[config.mk]
export PLATFORM = sky130hd
export DESIGN_NAME = gate_deadtime_inserter
export DESIGN_NICKNAME = d
export VERILOG_FILES = /design/src/rtl/gate_deadtime_inserter.sv
export SDC_FILE = /design/constraint.sdc
export NUM_CORES = 1
export LEC_CHECK = 0
export CORE_ASPECT_RATIO = 1.5
export CORE_MARGIN = 2
export CORE_UTILIZATION = 50
export DETAILED_ROUTE_END_ITERATION = 6
export PLACE_DENSITY = 0.71
export SLEW_MARGIN = 20
export SYNTH_ARGS = -nofsm -noshare
export SYNTH_HDL_FRONTEND = slang
export SYNTH_SLANG_ARGS = --single-unit
[constraint.sdc]
create_clock -name clk -period 3.2 [get_ports clk]
set_input_delay 0.8 -clock clk [delete_from_list [all_inputs] [get_ports clk]]
set_output_delay 0.8 -clock clk [all_outputs]
set_load 0.02 [all_outputs]
[src/rtl/gate_deadtime_inserter.sv]
// Dead-time insertion and shoot-through guard for three half-bridge legs.
// Optional macro SHOOT_THROUGH_FAULT_EN adds a sticky fault latch that blocks all legs.
module gate_deadtime_inserter #(
    parameter int DT_WIDTH = 16
) (
    input  logic                clk,
    input  logic                reset,
    input  logic                enable,
    input  logic [DT_WIDTH-1:0] dead_time,
    input  logic                in_H_A,
    input  logic                in_L_A,
    input  logic                in_H_B,
    input  logic                in_L_B,
    input  logic                in_H_C,
    input  logic                in_L_C,
    input  logic                fault_clear,
    output logic                gate_H_A,
    output logic                gate_L_A,
    output logic                gate_H_B,
    output logic                gate_L_B,
    output logic                gate_H_C,
    output logic                gate_L_C,
    output logic                fault,
    output logic [5:0]          state_dbg
);

    typedef enum logic [1:0] {
        IDLE = 2'd0,
        HIGH = 2'd1,
        LOW  = 2'd2,
        DEAD = 2'd3
    } state_t;

    state_t              state_q [3];
    state_t              state_d [3];
    logic [DT_WIDTH-1:0] cnt_q   [3];
    logic [DT_WIDTH-1:0] cnt_d   [3];

    logic [2:0]          in_h;
    logic [2:0]          in_l;
    logic [2:0]          req_h;
    logic [2:0]          req_l;
    logic [2:0]          illegal;
    logic [2:0]          gate_h_q;
    logic [2:0]          gate_l_q;
    logic [DT_WIDTH-1:0] d_minus1;
    logic                block;
    logic                blk_q;
    logic                fault_q;

    // Index 0 = phase A, 1 = phase B, 2 = phase C.
    assign in_h    = {in_H_C, in_H_B, in_H_A};
    assign in_l    = {in_L_C, in_L_B, in_L_A};
    assign req_h   = in_h & ~in_l;
    assign req_l   = in_l & ~in_h;
    assign illegal = in_h & in_l;

    // D = max(dead_time, 1); the counter holds D-1 so the interval is D cycles.
    assign d_minus1 = (dead_time == '0) ? '0 : dead_time - DT_WIDTH'(1);

`ifdef SHOOT_THROUGH_FAULT_EN
    logic fault_d;

    // A same-cycle ILLEGAL wins over fault_clear.
    always_comb begin
        fault_d = fault_q;
        if (|illegal) begin
            fault_d = 1'b1;
        end else if (fault_clear) begin
            fault_d = 1'b0;
        end
    end

    always_ff @(posedge clk or posedge reset) begin
        if (reset) begin
            fault_q <= 1'b0;
        end else begin
            fault_q <= fault_d;
        end
    end

    assign block = ~enable | fault_q | (|illegal);
`else
    logic fault_clear_unused;

    assign fault_clear_unused = fault_clear;
    assign fault_q            = 1'b0;
    assign block              = ~enable;
`endif

    always_comb begin
        for (int i = 0; i < 3; i++) begin
            state_d[i] = state_q[i];
            cnt_d[i]   = cnt_q[i];
            if (block) begin
                state_d[i] = DEAD;
                cnt_d[i]   = d_minus1;
            end else begin
                case (state_q[i])
                    IDLE: begin
                        if (req_h[i]) begin
                            state_d[i] = HIGH;
                        end else if (req_l[i]) begin
                            state_d[i] = LOW;
                        end
                    end
                    HIGH: begin
                        if (!req_h[i]) begin
                            state_d[i] = DEAD;
                            cnt_d[i]   = d_minus1;
                        end
                    end
                    LOW: begin
                        if (!req_l[i]) begin
                            state_d[i] = DEAD;
                            cnt_d[i]   = d_minus1;
                        end
                    end
                    DEAD: begin
                        // The first unblocked edge reloads again so a full D follows release.
                        if (blk_q) begin
                            cnt_d[i] = d_minus1;
                        end else if (cnt_q[i] != '0) begin
                            cnt_d[i] = cnt_q[i] - DT_WIDTH'(1);
                        end else if (req_h[i]) begin
                            state_d[i] = HIGH;
                        end else if (req_l[i]) begin
                            state_d[i] = LOW;
                        end else begin
                            state_d[i] = IDLE;
                        end
                    end
                    default: begin
                        state_d[i] = DEAD;
                        cnt_d[i]   = d_minus1;
                    end
                endcase
            end
        end
    end

    always_ff @(posedge clk or posedge reset) begin
        if (reset) begin
            blk_q    <= 1'b0;
            gate_h_q <= '0;
            gate_l_q <= '0;
            for (int i = 0; i < 3; i++) begin
                state_q[i] <= IDLE;
                cnt_q[i]   <= '0;
            end
        end else begin
            blk_q <= block;
            for (int i = 0; i < 3; i++) begin
                state_q[i]  <= state_d[i];
                cnt_q[i]    <= cnt_d[i];
                gate_h_q[i] <= (state_d[i] == HIGH);
                gate_l_q[i] <= (state_d[i] == LOW);
            end
        end
    end

    assign gate_H_A  = gate_h_q[0];
    assign gate_L_A  = gate_l_q[0];
    assign gate_H_B  = gate_h_q[1];
    assign gate_L_B  = gate_l_q[1];
    assign gate_H_C  = gate_h_q[2];
    assign gate_L_C  = gate_l_q[2];
    assign fault     = fault_q;
    assign state_dbg = {state_q[2], state_q[1], state_q[0]};

endmodule

======== Word level (Yosys, flattened, before mapping) ========
Index checks and enable logic that the tools add are counted.
operators by class
  $add $sub $neg .......................... 4
  equal/unequal tests ..................... 27
  multiplexer cells ....................... 49
  bitwise logic cells ..................... 5
  reductions and logical operators ........ 10
operators by type and width
  kind                                                                   number
  16-bit 2-to-1 mux                                                      16
  16-bit one-hot mux with 3 select lines                                 3
  16-bit by 1-bit subtractor with 16-bit output, second input constant   4
  2-bit 2-to-1 mux                                                       27
  16-bit nonzero test                                                    3
  2-bit one-hot mux with 4 select lines                                  3
  2-bit equality test, second input constant                             9
  3-bit != test, second input constant                                   6
  16-bit logical NOT                                                     1
  2-bit by 1-bit equality test with 1-bit output, second input constant  6
  4-bit by 1-bit != test with 1-bit output, second input constant        3
  4-bit != test, second input constant                                   3
  4-bit AND reduction                                                    3
  3-bit bitwise AND                                                      2
  2-bit logical NOT                                                      3
  3-bit NOT                                                              2
  1-bit NOT                                                              1
word-level totals
  register bits ........................... 61
  output and inout port bits .............. 13
  word-level logic and storage cells ...... 104

======== Depth between registers and ports, before layout ========
  word-level depth ........................ 9
  gate-level depth with buffers ........... 9
  depth with buffers taken out ............ 7

======== Worst setup path before layout ========
Ideal clock, no wire load.
  kind .................................... in2reg
  start ................................... input dead_time[14]
  end ..................................... register cnt_q[32] (netlist bit)
  arrival time ............................ 2.385 ns
  data required time ...................... 3.069 ns
  slack ................................... 0.684 ns
  stages on the path ...................... 6
  buffers on the path ..................... 1
  cells stage by stage .................... nor4_1 and4_1 clkbuf_1 nor2_1 a211oi_1 o21ai_0
between the ends
  longest elaborated chain between the ends .. 5
  elaborated cells between the ends (all ways) .. 7
  classes of those cells .................. 6 x mux; 1 x reduce/logical
ends and longest elaborated chain
  element                                 line           RTL
  from (decl)                             9              input logic [DT_WIDTH-1:0] dead_time,
  16-bit logical NOT (*)                  59             assign d_minus1 = (dead_time == '0) ? '0 : dead_time - DT_WIDTH'(1);
  16-bit 2-to-1 mux (*)                   59
  16-bit 2-to-1 mux (on tied branches)    121, 108, 114
  16-bit one-hot mux with 3 select lines  99             case (state_q[i])
  16-bit 2-to-1 mux (*)                   95             if (block) begin
  to (signal, indexed assignment)         155            cnt_q[i] <= cnt_d[i];
  to (decl)                               36             logic [DT_WIDTH-1:0] cnt_q [3];
Mark *: on every way between the ends. The rest lies on a longest branch, timed or not. The select of a mux whose other input is x is not followed.
A chain may end at the register's enable or synchronous reset.

======== Final worst setup path ========
  start ................................... input dead_time[4]
  end ..................................... register cnt_q[41] (netlist bit)
between the ends
  longest elaborated chain between the ends .. 5
  elaborated cells between the ends (all ways) .. 8
  classes of those cells .................. 1 x add/sub; 6 x mux; 1 x reduce/logical
ends and longest elaborated chain
  element                                                                              line
  16-bit by 1-bit subtractor with 16-bit output or 16-bit logical NOT (tied branches)  59
  16-bit 2-to-1 mux (*)                                                                59
  16-bit 2-to-1 mux (on tied branches)                                                 121, 108, 114
  16-bit one-hot mux with 3 select lines                                               99
  16-bit 2-to-1 mux (*)                                                                95
Marked as above.

==> results.sh <==
export IMPL_grt_max_degree=32
export IMPL_grtUsageTotal_pct=28.6
export IMPL_avgRoutedWirePerCell_um=18.7
export IMPL_ys_seq_area_share_pct=34.0
export IMPL_cpPeakStageDelay_ps=690
export IMPL_diodes=0
export IMPL_wl_mm=13.4
export IMPL_regArea_sq_um=1530
export IMPL_clk_insertion_delay_late_ps=340
export IMPL_route_met3_wl_um=829
export IMPL_crit_buf_inv=1
export IMPL_ys_flop_type="dfrtp_1"
export IMPL_period_needed_ps=2780
export IMPL_detail_route_antenna_nets=0
export IMPL_crit_fanout=8
export IMPL_max_slew_margin_pct=51.1
export IMPL_switchingPower_mw=1.10
export IMPL_worst_path_max_delay_cell="or4_1"
export IMPL_synth_edf_count=0
export IMPL_clkPwrFrac_pct=30.1
export IMPL_p_leak_nw=2.23
export IMPL_skew_ps=3.79
export IMPL_drt_iter0_drc=526
export IMPL_areaGrowthSynthToFinish_pct=20.6
export IMPL_viasPerCell=6.48
export IMPL_fin_crit_sh_pct=86.9
export IMPL_routabilityCongestion=0.943
export IMPL_top_layer_used="met4"
export IMPL_syn_area_per_cell_sq_um=8.18
export IMPL_vias=4638
export IMPL_hold_worst_slack_ps=516
export IMPL_io_pins=39
export IMPL_grt_ovfl_total=0
export IMPL_fin_setup_tns_ps=0
export IMPL_crit_arrival_ps=3040
export IMPL_cts_sink_count=61
export IMPL_grt_pass1_wl_mm=21.3
export IMPL_cts_path_max_buffers=2
export IMPL_drt_met1_wl_mm=5.40
export IMPL_combPwrFrac_pct=33.4
export IMPL_p_int_mw=1.95
export IMPL_hold_viol=0
export IMPL_syn_area_sq_um=4490
export IMPL_async_flop_share_pct=100
export IMPL_path_class="in -> reg"
export IMPL_status="completed"
export IMPL_drive_gt1_share_pct=11.7
export IMPL_final_max_slew_violation_count=0
export IMPL_grt_pass1_vias=4292
export IMPL_die_area_sq_um=9770
export IMPL_hold_buffers=0
export IMPL_pwr_share_seq_pct=36.5
export IMPL_tightest_slew_ps=727
export IMPL_worstPathRequired_ps=3460
export IMPL_cts_tree="yes"
export IMPL_fin_nets=638
export IMPL_io_buffers=36
export IMPL_dp_hpwl_mm=9.67
export IMPL_finalSetupViolCount=0
export IMPL_cp_cell_sequence="clkdlybuf4s50_1 -> or4_1 -> or4_1 -> a21oi_1 -> o22ai_1 -> a21oi_1"
export IMPL_die_w_um=81.4
export IMPL_drv_cap=0
export IMPL_cts_buffers=9
export IMPL_start_util_pct=51.2
export IMPL_min_path_type="reg -> reg"
export IMPL_fillCellCount=762
export IMPL_fmax_mhz=360
export IMPL_syn_nets=586
export IMPL_peakVddDrop_uv=437
export IMPL_htree_levels=3
export IMPL_yosys_warnings=0
export IMPL_multiInputGateArea_sq_um=2750
export IMPL_ys_types=76
export IMPL_critPathCaptureType="flip-flop"
export IMPL_p_per_area_nw_per_um2=563
export IMPL_die_h_um=120
export IMPL_critPathLaunchType="input port"
export IMPL_rsz0062_at_grt="false"
export IMPL_drc=0
export IMPL_antenna_found_initial=0
export IMPL_ys_ff_latch=61
export IMPL_swShare_pct=36.1
export IMPL_rows=42
export IMPL_wl_met2_mm=6.55
export IMPL_postCtsSetupBuffers=0
export IMPL_syn_instance_count=549
export IMPL_clock_root_buffer="clkbuf_16"
export IMPL_path_delay_family="simple AND/OR/NAND/NOR gates"
export IMPL_cts_resized=0
export IMPL_core_sq_um=8780
export IMPL_clk_pin_slew_ps=50
export IMPL_drt_pass1_iterations=5
[kinds of logic after synthesis]
group | share of synthesized area [%]
adders and majority gates | 3.06
DFF | 34.0
AOI/OAI and AO/OA | 26.9
xor gates and xnor gates | 1.75
muxes | 1.62
and+or+nand+nor | 27.6
other | 0.0835
buffers and inverters | 5.01
[metal layers]
layer	vias up	global-route usage [%]
met5	-	0
met4	0	15.4
met3	37	5.56
met1	2193	34.6
li1	2202	-
met2	206	46.7
[sequential cells by signal, indices dropped and copies added, names as in the netlist]
register and cells:
cnt_q 48, state_dbg 6, gate_h_q 3, gate_l_q 3
blk_q 1
[placed cells by master (no fill, tap or decap), types with 11 or more instances in the layout]
cell / n
a31oi_1: 13
dfrtp_1: 61
o21ai_0: 45
nand3_1: 25
or3_1: 12
a21oi_1: 36
nand2_1: 36
nor3_1: 19
o31ai_1: 12
ha_1: 11
buf_4: 35
nor2_1: 56
inv_1: 19
nand4_1: 11
nor4_1: 21
clkdlybuf4s50_1: 36
[final timing paths]
path / cells after the start / to / start / slack (ps)
worst max-delay path: 6 / cnt_q[41] / dead_time[4] / 420
worst min-delay path: 1 / cnt_q[16] / cnt_q[16] / 520
worst max register to register: 5 / cnt_q[12] / cnt_q[10] / 620
worst min register to register: 1 / cnt_q[16] / cnt_q[16] / 520
max in group asynchronous: 3 / cnt_q[7] / reset / 1680
min in group asynchronous: 2 / blk_q / reset / 900
[layout make-up]
type | count | share of cell area, %
clock buffer | 13 | 4.80
clock inverter | 3 | 0.370
inverter | 21 | 1.45
multi-input combinational | 436 | 50.8
sequential | 61 | 28.2
tap | 110 | 2.54
timing repair buffer | 72 | 11.9
[power groups by stage]
stage / registers [mW] / clock network [mW] / logic, mW
floorplan: 1.10 / 0 / 0.708
global placement: 1.11 / 0 / 0.979
detailed placement: 1.12 / 0 / 1.01
CTS: 1.11 / 0.931 / 1.02
global route: 1.14 / 0.962 / 1.13
finish: 1.11 / 0.918 / 1.02
[per-stage QoR]
step / setup WS [ps] / area (sq um) / power, mW / std cells / util (%)
after global placement: 143 / 5140 / 2.09 / 700 / 58.5
after CTS: 448 / 5420 / 3.06 / 716 / 61.7
after global routing: 333 / 5420 / 3.23 / 716 / 61.7
after detailed placement: 116 / 5140 / 2.13 / 700 / 58.5
after floorplan: 684 / 4490 / 1.80 / 549 / -
final: 419 / 5420 / 3.05 / 716 / 61.7
[cell usage after synthesis (3+ instances only)]
cell / count / share of area (%)
dfrtp_1: 61 / 34
nor2_1: 56 / 4.7
o21ai_0: 45 / 5.0
a21oi_1: 36 / 4.0
nand2_1: 36 / 3.0
nand3_1: 25 / 2.8
clkbuf_1: 22 / 1.8
nor4_1: 22 / 3.1
inv_1: 20 / 1.7
nor3_1: 20 / 2.2
a31oi_1: 13 / 1.8
o31ai_1: 12 / 2.0
or3_1: 12 / 1.7
ha_1: 11 / 3.1
nand4_1: 11 / 1.5
a22o_1: 10 / 1.9
or4_1: 8 / 1.3
nand2b_1: 7 / 0.97
a211oi_1: 6 / 1.0
a2bb2oi_1: 6 / 1.2
xnor2_1: 6 / 1.2
nor3b_1: 5 / 0.84
nor4b_1: 5 / 0.97
o32ai_1: 5 / 0.97
and3_1: 4 / 0.56
or2_2: 4 / 0.56
a32oi_1: 3 / 0.59
and4_1: 3 / 0.59
buf_2: 3 / 0.33
nand4b_1: 3 / 0.59
nor2b_1: 3 / 0.42
o21a_1: 3 / 0.50
o22ai_1: 3 / 0.42
xor2_1: 3 / 0.59
Power figures use the tool's default switching activity.
